[src/rtl/enet_mii_rx_framer.sv]
// -----------------------------------------------------------------------------
// enet_mii_rx_framer
//
// Receive framer that sits directly behind the RMII-to-MII RX converter and
// runs entirely in the rmii_ref_clk domain. The MII nibble clock is sampled as
// an ordinary data level: its rising edge, detected against a registered copy,
// forms a one-cycle nibble strobe. All framing state moves only on that strobe.
//
// The framer strips preamble and SFD, packs nibbles (low nibble first) into
// bytes and emits them through a one-byte hold register. Holding one byte back
// lets the final byte carry rx_eof and the frame status when dv falls.
//
// Optional feature macro:
//   ENET_RX_CRC_CHECK_EN - builds the CRC-32 residue checker that drives
//                          rx_err[3]. When undefined no CRC logic exists and
//                          rx_err[3] is always 0.
//
// Parameters:
//   PRE_MIN      minimum number of 0x5 nibbles before the SFD nibble
//   MIN_LEN      minimum legal frame length in bytes (FCS included)
//   MAX_LEN      maximum legal frame length in bytes (FCS included)
//
// Ports:
//   rmii_ref_clk in   sole clock
//   rst_ref_n    in   asynchronous active-low reset
//   mii_rx_clk   in   MII RX clock level, treated as data
//   mii_rx_dv    in   MII data valid
//   mii_rx_er    in   MII receive error
//   mii_rxd      in   MII nibble
//   rx_data      out  frame byte
//   rx_valid     out  one-cycle byte strobe, no backpressure
//   rx_sof       out  marks the first byte of a frame
//   rx_eof       out  marks the last byte of a frame
//   rx_err       out  {crc, phy, len, align}, meaningful only with rx_eof
//   rx_abort     out  one-cycle pulse: frame ended after SFD with zero bytes
// -----------------------------------------------------------------------------
module enet_mii_rx_framer #(
   parameter int unsigned PRE_MIN = 4,
   parameter int unsigned MIN_LEN = 64,
   parameter int unsigned MAX_LEN = 1518
) (
   input  logic       rmii_ref_clk,
   input  logic       rst_ref_n,
   input  logic       mii_rx_clk,
   input  logic       mii_rx_dv,
   input  logic       mii_rx_er,
   input  logic [3:0] mii_rxd,
   output logic [7:0] rx_data,
   output logic       rx_valid,
   output logic       rx_sof,
   output logic       rx_eof,
   output logic [3:0] rx_err,
   output logic       rx_abort
);

   typedef enum logic [1:0] {
      ST_IDLE = 2'd0,
      ST_PRE  = 2'd1,
      ST_DATA = 2'd2,
      ST_DROP = 2'd3
   } state_e;

   localparam logic [3:0]  NIB_PRE     = 4'h5;
   localparam logic [3:0]  NIB_SFD     = 4'hD;
   localparam logic [3:0]  PRE_CNT_MAX = 4'hF;
   localparam logic [10:0] CNT_MAX     = 11'd2047;

`ifdef ENET_RX_CRC_CHECK_EN
   localparam logic [31:0] CRC_INIT    = 32'hFFFF_FFFF;
   localparam logic [31:0] CRC_POLY    = 32'hEDB8_8320;
   localparam logic [31:0] CRC_RESIDUE = 32'hDEBB_20E3;

   // One byte of reflected CRC-32, processed LSB first.
   function automatic logic [31:0] crc32_byte(input logic [31:0] crc_in,
                                              input logic [7:0]  data_in);
      logic [31:0] c;
      c = crc_in ^ {24'd0, data_in};
      for (int i = 0; i < 8; i++) begin
         c = c[0] ? ((c >> 1) ^ CRC_POLY) : (c >> 1);
      end
      return c;
   endfunction
`endif

   // ---------------------------------------------------------------------------
   // State and datapath registers
   // ---------------------------------------------------------------------------
   state_e      state_q,    state_d;
   logic        rxclk_q,    rxclk_d;     // previous mii_rx_clk level
   logic [3:0]  pre_cnt_q,  pre_cnt_d;   // preamble nibbles seen
   logic        half_q,     half_d;      // low nibble of current byte latched
   logic [3:0]  low_q,      low_d;
   logic [10:0] cnt_q,      cnt_d;       // completed bytes in this frame
   logic [7:0]  hold_q,     hold_d;      // byte waiting to be emitted
   logic        phy_q,      phy_d;       // sticky mii_rx_er seen in DATA
`ifdef ENET_RX_CRC_CHECK_EN
   logic [31:0] crc_q,      crc_d;
`endif

   logic [7:0]  rx_data_q,  rx_data_d;
   logic        rx_valid_q, rx_valid_d;
   logic        rx_sof_q,   rx_sof_d;
   logic        rx_eof_q,   rx_eof_d;
   logic [3:0]  rx_err_q,   rx_err_d;
   logic        rx_abort_q, rx_abort_d;

   // ---------------------------------------------------------------------------
   // Derived combinational terms
   // ---------------------------------------------------------------------------
   logic       stb;
   logic       pre_ok;
   logic       len_bad;
   logic       crc_bad;
   logic       held;
   logic [7:0] byte_w;

   // Rising edge of the MII clock level, one rmii_ref_clk cycle wide.
   assign stb     = mii_rx_clk & ~rxclk_q;
   assign pre_ok  = 32'(pre_cnt_q) >= PRE_MIN;
   assign len_bad = (32'(cnt_q) < MIN_LEN) || (32'(cnt_q) > MAX_LEN);
   assign byte_w  = {mii_rxd, low_q};

   // cnt counts completed bytes and saturates high, so a non-zero count means
   // the hold register carries a byte, and a count of one means that byte is
   // the first of the frame.
   assign held    = (cnt_q != 11'd0);

`ifdef ENET_RX_CRC_CHECK_EN
   assign crc_bad = (crc_q != CRC_RESIDUE);
`else
   assign crc_bad = 1'b0;
`endif

   // ---------------------------------------------------------------------------
   // Process 1: state register
   // ---------------------------------------------------------------------------
   // NOTE: every flop uses non-blocking assignment so all registers sample the
   // same pre-edge values regardless of process ordering.
   always_ff @(posedge rmii_ref_clk or negedge rst_ref_n) begin
      if (!rst_ref_n) begin
         state_q <= ST_IDLE;
      end else begin
         state_q <= state_d;
      end
   end

   // ---------------------------------------------------------------------------
   // Process 2: next-state logic
   // ---------------------------------------------------------------------------
   always_comb begin
      state_d = state_q;
      if (stb) begin
         case (state_q)
            ST_IDLE: begin
               if (mii_rx_dv) begin
                  state_d = (mii_rxd == NIB_PRE) ? ST_PRE : ST_DROP;
               end
            end
            ST_PRE: begin
               if (!mii_rx_dv) begin
                  state_d = ST_IDLE;
               end else if (mii_rxd == NIB_SFD) begin
                  state_d = pre_ok ? ST_DATA : ST_DROP;
               end else if (mii_rxd != NIB_PRE) begin
                  state_d = ST_DROP;
               end
            end
            ST_DATA, ST_DROP: begin
               if (!mii_rx_dv) begin
                  state_d = ST_IDLE;
               end
            end
            default: state_d = ST_IDLE;
         endcase
      end
   end

   // ---------------------------------------------------------------------------
   // Process 3: datapath and registered outputs
   // ---------------------------------------------------------------------------
   // NOTE: every signal written here receives a default first, so no path can
   // leave it unassigned and infer a latch; the pulse outputs default to 0,
   // which is what makes them one cycle wide.
   always_comb begin
      rxclk_d    = mii_rx_clk;
      pre_cnt_d  = pre_cnt_q;
      half_d     = half_q;
      low_d      = low_q;
      cnt_d      = cnt_q;
      hold_d     = hold_q;
      phy_d      = phy_q;
`ifdef ENET_RX_CRC_CHECK_EN
      crc_d      = crc_q;
`endif
      rx_data_d  = rx_data_q;
      rx_valid_d = 1'b0;
      rx_sof_d   = 1'b0;
      rx_eof_d   = 1'b0;
      rx_err_d   = 4'd0;
      rx_abort_d = 1'b0;

      if (stb) begin
         case (state_q)
            ST_IDLE: begin
               // First preamble nibble counts as one.
               pre_cnt_d = 4'd1;
            end

            ST_PRE: begin
               if (mii_rx_dv) begin
                  if (mii_rxd == NIB_PRE && pre_cnt_q != PRE_CNT_MAX) begin
                     pre_cnt_d = pre_cnt_q + 4'd1;
                  end
                  // Accepted SFD: start a fresh frame context.
                  if (mii_rxd == NIB_SFD && pre_ok) begin
                     half_d = 1'b0;
                     cnt_d  = 11'd0;
                     phy_d  = 1'b0;
`ifdef ENET_RX_CRC_CHECK_EN
                     crc_d  = CRC_INIT;
`endif
                  end
               end
            end

            ST_DATA: begin
               if (mii_rx_dv) begin
                  if (mii_rx_er) begin
                     phy_d = 1'b1;
                  end
                  if (!half_q) begin
                     low_d  = mii_rxd;
                     half_d = 1'b1;
                  end else begin
                     // Byte completes: it replaces the held byte, which goes out.
                     half_d = 1'b0;
                     hold_d = byte_w;
                     if (cnt_q != CNT_MAX) begin
                        cnt_d = cnt_q + 11'd1;
                     end
`ifdef ENET_RX_CRC_CHECK_EN
                     crc_d = crc32_byte(crc_q, byte_w);
`endif
                     if (held) begin
                        rx_valid_d = 1'b1;
                        rx_data_d  = hold_q;
                        rx_sof_d   = (cnt_q == 11'd1);
                     end
                  end
               end else begin
                  // dv fell: flush the held byte with status, or flag an empty
                  // frame. A dangling low nibble is dropped and shows as align.
                  if (held) begin
                     rx_valid_d = 1'b1;
                     rx_data_d  = hold_q;
                     rx_sof_d   = (cnt_q == 11'd1);
                     rx_eof_d   = 1'b1;
                     rx_err_d   = {crc_bad, phy_q, len_bad, half_q};
                  end else begin
                     rx_abort_d = 1'b1;
                  end
               end
            end

            default: begin
               // DROP: swallow nibbles until dv falls.
            end
         endcase
      end
   end

   // NOTE: the hold register and counters are reset as well, because a reset
   // in the middle of a frame must not let a stale byte leak into the next one.
   always_ff @(posedge rmii_ref_clk or negedge rst_ref_n) begin
      if (!rst_ref_n) begin
         rxclk_q    <= 1'b0;
         pre_cnt_q  <= 4'd0;
         half_q     <= 1'b0;
         low_q      <= 4'd0;
         cnt_q      <= 11'd0;
         hold_q     <= 8'd0;
         phy_q      <= 1'b0;
`ifdef ENET_RX_CRC_CHECK_EN
         crc_q      <= 32'hFFFF_FFFF;
`endif
         rx_data_q  <= 8'd0;
         rx_valid_q <= 1'b0;
         rx_sof_q   <= 1'b0;
         rx_eof_q   <= 1'b0;
         rx_err_q   <= 4'd0;
         rx_abort_q <= 1'b0;
      end else begin
         rxclk_q    <= rxclk_d;
         pre_cnt_q  <= pre_cnt_d;
         half_q     <= half_d;
         low_q      <= low_d;
         cnt_q      <= cnt_d;
         hold_q     <= hold_d;
         phy_q      <= phy_d;
`ifdef ENET_RX_CRC_CHECK_EN
         crc_q      <= crc_d;
`endif
         rx_data_q  <= rx_data_d;
         rx_valid_q <= rx_valid_d;
         rx_sof_q   <= rx_sof_d;
         rx_eof_q   <= rx_eof_d;
         rx_err_q   <= rx_err_d;
         rx_abort_q <= rx_abort_d;
      end
   end

   assign rx_data  = rx_data_q;
   assign rx_valid = rx_valid_q;
   assign rx_sof   = rx_sof_q;
   assign rx_eof   = rx_eof_q;
   assign rx_err   = rx_err_q;
   assign rx_abort = rx_abort_q;

endmodule

[config.mk]
export PLATFORM = sky130hd
export DESIGN_NAME = enet_mii_rx_framer
export DESIGN_NICKNAME = d
export VERILOG_FILES = /design/src/rtl/enet_mii_rx_framer.sv
export SDC_FILE = /design/constraint.sdc
export NUM_CORES = 1
export LEC_CHECK = 0
export CAP_MARGIN = 15
export CORE_AREA = 3 3 72 74
export CTS_CLUSTER_DIAMETER = 150
export DETAILED_ROUTE_END_ITERATION = 7
export DIE_AREA = 0 0 75 77
export PLACE_DENSITY = 0.73
export SKIP_CTS_REPAIR_TIMING = 1
export SYNTH_ARGS = -nofsm -noshare
export SYNTH_HDL_FRONTEND = slang
export SYNTH_SLANG_ARGS = --single-unit
[constraint.sdc]
create_clock -name rmii_ref_clk -period 1.8 [get_ports rmii_ref_clk]
set_input_delay 0.27 -clock rmii_ref_clk [delete_from_list [all_inputs] [get_ports rmii_ref_clk]]
set_output_delay 0.27 -clock rmii_ref_clk [all_outputs]
set_load 0.01 [all_outputs]
# Word-level counts from Yosys, hierarchy flattened
# Index checks and enable logic that the tools add are counted.
[word_totals]
wordCells = 107
ff_bits = 48
out_inout_bits = 16
in_bits = 9
[op_classes]
muxes = 49
reduce_logical = 16
addsub = 2
n_eq_ne = 20
magnitude_cmp = 3
bitwise_logic = 3
[ops]
columns = ["op", "n"]
rows = [
  ["$mux W11", 5],
  ["$mux W1", 24],
  ["$mux W8", 3],
  ["$pmux W11 S2", 1],
  ["$ne A2 B2 Y1 const B", 9],
  ["$reduce_and A4 Y1", 4],
  ["$mux W2", 6],
  ["$mux W3", 4],
  ["$add A11 B1 Y11 const B", 1],
  ["$eq A11 B1 Y1 const B", 1],
  ["$gt A11 B11 Y1 const B", 1],
  ["$lt A11 B7 Y1 const B", 1],
  ["$ne A11 B11 Y1 const B", 1],
  ["$reduce_bool A11 Y1", 1],
  ["$mux W4", 2],
  ["$ne A4 B4 Y1 const B", 2],
  ["$pmux W4 S2", 1],
  ["$reduce_and A7 Y1", 1],
  ["$pmux W2 S3", 1],
  ["$reduce_and A6 Y1", 1],
  ["$reduce_and A5 Y1", 1],
  ["$add A4 B1 Y4 const B", 1],
  ["$eq A2 B2 Y1 const B", 2],
  ["$eq A4 B3 Y1 const B", 1],
  ["14 further kinds", 18],
]

# Longest topological paths before layout
[depth]
word_depth = 6
ltp_mapped = 7
mapped_depth_nobuf = 6

# Worst setup path before layout
# No wires, ideal clock.
[synth_path]
path_kind = "register to register"
from = "register cnt_q[9]"
to = "register rx_data_q[0], in the netlist rx_data[0]"
stages_incl_launch_ff = 6
t_arrival_ps = 1768
required_time_ps = 1675
setup_ps = 125
n_path_buf = 1
period_less_slack_ps = 1894
slack_ps = -94
cell_sequence = "dfrtp_1 -> or4_4 -> nor4_4 -> a2111o_1 -> buf_6 -> mux2_4"
[synth_between]
elab_chain_cells = 4
[synth_rtl]
columns = ["item", "line_no", "text"]
rows = [
  ["start, declared", "93", "logic [10:0] cnt_q, cnt_d;"],
  ["start signal, assigned", "297", "cnt_q <= cnt_d;"],
  ["$reduce_bool A11 Y1 *", "126", "assign held = (cnt_q != 11'd0);"],
  ["$mux W8 *", "--", ""],
  ["$mux W8", "--", ""],
  ["$mux W8 *", "--", ""],
  ["end signal, assigned", "303", "rx_data_q <= rx_data_d;"],
  ["end, declared", "100", "logic [7:0] rx_data_q, rx_data_d;"],
]
# Every way passes the cells marked *; elsewhere a longest branch is shown, timed or not. The select of a mux whose other input is x is not followed.
# A chain may end at the register's enable or synchronous reset.

# Worst setup path after layout
[layout_path]
from = "register cnt_q[5]"
to = "register rx_data_q[3], in the netlist rx_data[3]"
# Same word-level chain as after synthesis.

==> results.yml <==
run_status:
  status: "finished, violations left"
  violations: "negative setup slack"
synth:
  synthTopCellsByArea: "dfrtp_1, nand2_1, mux2_4"
  synth_top_area_cell: "dfrtp_1"
  synth_most_common_cell: "dfrtp_1"
  syn-mean-instance-area_um2: 10.5
  ys_ff_latch: 47
  synth_top_area_share_pct: 51.7
  synth_cell_types: 50
  ys.flop_type: "dfrtp_1"
  syn-cell-area_um2: 2270
  syn_inst: 216
  synth_edf_count: 0
  yosysWarnings: 0
  async_reset_ff_share_pct: 100
  ys_seq_area_share_pct: 51.7
  syn_nets: 229
  synth_common_cells: "dfrtp_1, nand2_1, nand3_1"
final_layout:
  area_growth_pct: 30.2
  nets: 289
  n_antenna_cell: 0
  final_layout_size_suffix_gt1_share_pct: 27.1
  fillCellCount: 385
worst_hold_path:
  hold_class: "input port to async pin"
clocking:
  cts_tree: "yes"
  cts-buffers-inserted: 5
  clock-sinks: 47
  ctsLongestPathBuffers: 2
  path_clk_slew_ns: 0.09
  htreeDepth: 2
  clock_latency_ns: 0.30
  root_buffer: "clkbuf_8"
worst_setup_path:
  rr_startpoint: "cnt_q[5]"
  rr_endpoint: "rx_data[3]"
  cp.required_ns: 1.99
  r2r_setup_slack_ns: -0.20
  crit_fanout: 9
  slowest_delay_ns: 0.56
  crit_chain: "or4_4 > nor4_4 > a2111o_1 > buf_12 > mux2_4"
  slowest_stage: "or4_4"
  r2r_cells: 5
  path_class: "flip-flop to flip-flop"
  worst_setup_path_end_kind: "flip-flop"
  startpoint_type: "flip-flop"
  worstPathArrival_ns: 2.20
timing:
  clock-skew-final_ns: 0.00918
  finalCriticalPeriod_ns: 2.00
  rsz0062_at_grt: "true"
  holdWs_ns: 0.451
  slew_violations: 0
  finalSetupTns_ns: -1.60
  hold_viol: 0
  timing.final.crit_share_pct: 111
  setup_violations: 9
  fin_ws_ns: -0.204
  maxClockFrequency_mhz: 499
detailed_routing:
  vias: 1839
  postRouteWirelength_um: 4940
  ant_nets: 0
  post_drt_wl_per_cell_um: 14.9
  first_pass_iters: 4
  drc: 0
  drt_iter0_drc: 96
  via_per_inst: 5.56
global_routing:
  grt_pass1_vias: 1842
  track_usage_pct: 19.2
  antenna_found_initial: 0
  grt_overflow: 0
  grt_max_degree: 29
  grt_pass1_wl_um: 8620
floorplanning:
  fp-row-count: 25
  die_area_um2: 5780
  io_pins: 25
  die_w_um: 75
  die_h_um: 77
  core_um2: 4660
  start_util_pct: 48.8
placed_design:
  place.gp.congestion: 0.816
  portBuffers: 23
  dp_hpwl_um: 3630
  post-place-ws_ns: -0.178
power_and_ir_drop:
  p_leak_uw: 0.00138
  p_per_area_nw_per_um2: 1170
  peakVddDrop_mv: 0.552
  total_power_uw: 3480
flow_run:
  maxCapViolCount: 0
## how the worst max path moves through the flow
stage                         from         end  slack, ns  depth (start not counted)
after floorplan           cnt_q[6]  rx_data[0]      -0.08                          5
after global placement    cnt_q[7]  rx_data[5]      -0.12                          5
after detailed placement  cnt_q[7]  rx_data[1]      -0.18                          5
after CTS                 cnt_q[7]  rx_data[1]      -0.20                          5
after global routing      cnt_q[5]  rx_data[7]      -0.25                          5
final                     cnt_q[5]  rx_data[3]      -0.20                          5
## worst max-delay path, delay by kind of cell, from the launching register on
kind / cells / cell delay (ns)
flops: 1 / 0.40
simple gates: 2 / 0.84
compound gates: 1 / 0.20
mux: 1 / 0.30
buf+inv: 1 / 0.16
## layer usage
layer	wire (um)	up-vias	track usage [%]
li1	-	897	-
met1	2380	902	27.5
met2	2340	34	29.4
met3	147	6	3.54
met4	71	0	5.87
met5	0	-	0
## cell families after synthesis
kind of cell | synth area share, %
other | 0.165
DFF | 51.7
and+or+nand+nor | 21.2
muxes | 7.70
AOI/OAI and AO/OA | 12.7
buffers and inverters | 4.29
adders and majority gates | 2.20
## state kept, by name, summed over array words and instances, names as in the netlist
register   flops
low_q          4
rx_sof         1
hold_q         8
rx_err         3
cnt_q         11
rxclk_q        1
rx_eof         1
half_q         1
state_q        2
pre_cnt_q      4
rx_valid       1
rx_abort       1
phy_q          1
rx_data        8
## layout make-up
type | count | area [um2] | area share (%)
Clock buffer | 5 | 68.8 | 2.32
Tap cell | 54 | 67.6 | 2.28
Clock inverter | 3 | 22.5 | 0.760
Timing Repair Buffer | 64 | 573 | 19.3
Multi-Input combinational cell | 148 | 1010 | 34.3
Sequential cell | 47 | 1180 | 39.8
Inverter | 10 | 37.5 | 1.27
## through the flow
step | area, um2 | util (%) | std cells
finish | 2960 | 63.5 | 331
global route | 2960 | 63.5 | 331
global placement | 2820 | 60.6 | 319
CTS | 2910 | 62.5 | 327
detailed placement | 2820 | 60.6 | 319
floorplan | 2270 | - | 216
## report_power, final
part	switching, uW	internal, uW	leakage (uW)
sequential	207	1380	0.000600
clock	365	278	0.0000485
combinational	566	676	0.000730
total	1140	2340	0.00138
## layout by cell type (no fill, tap or decap), drive strengths merged, types with 6 or more instances in the layout
cell type | netlist | final
a21oi | 10 | 10
a31oi | 6 | 6
buf | 7 | 41
clkdlybuf4s50 | 0 | 22
dfrtp | 47 | 47
inv | 10 | 11
mux2 | 12 | 12
nand2 | 33 | 33
nand3 | 12 | 12
nor2 | 7 | 7
Note: power is estimated with default switching activity, not from simulation.
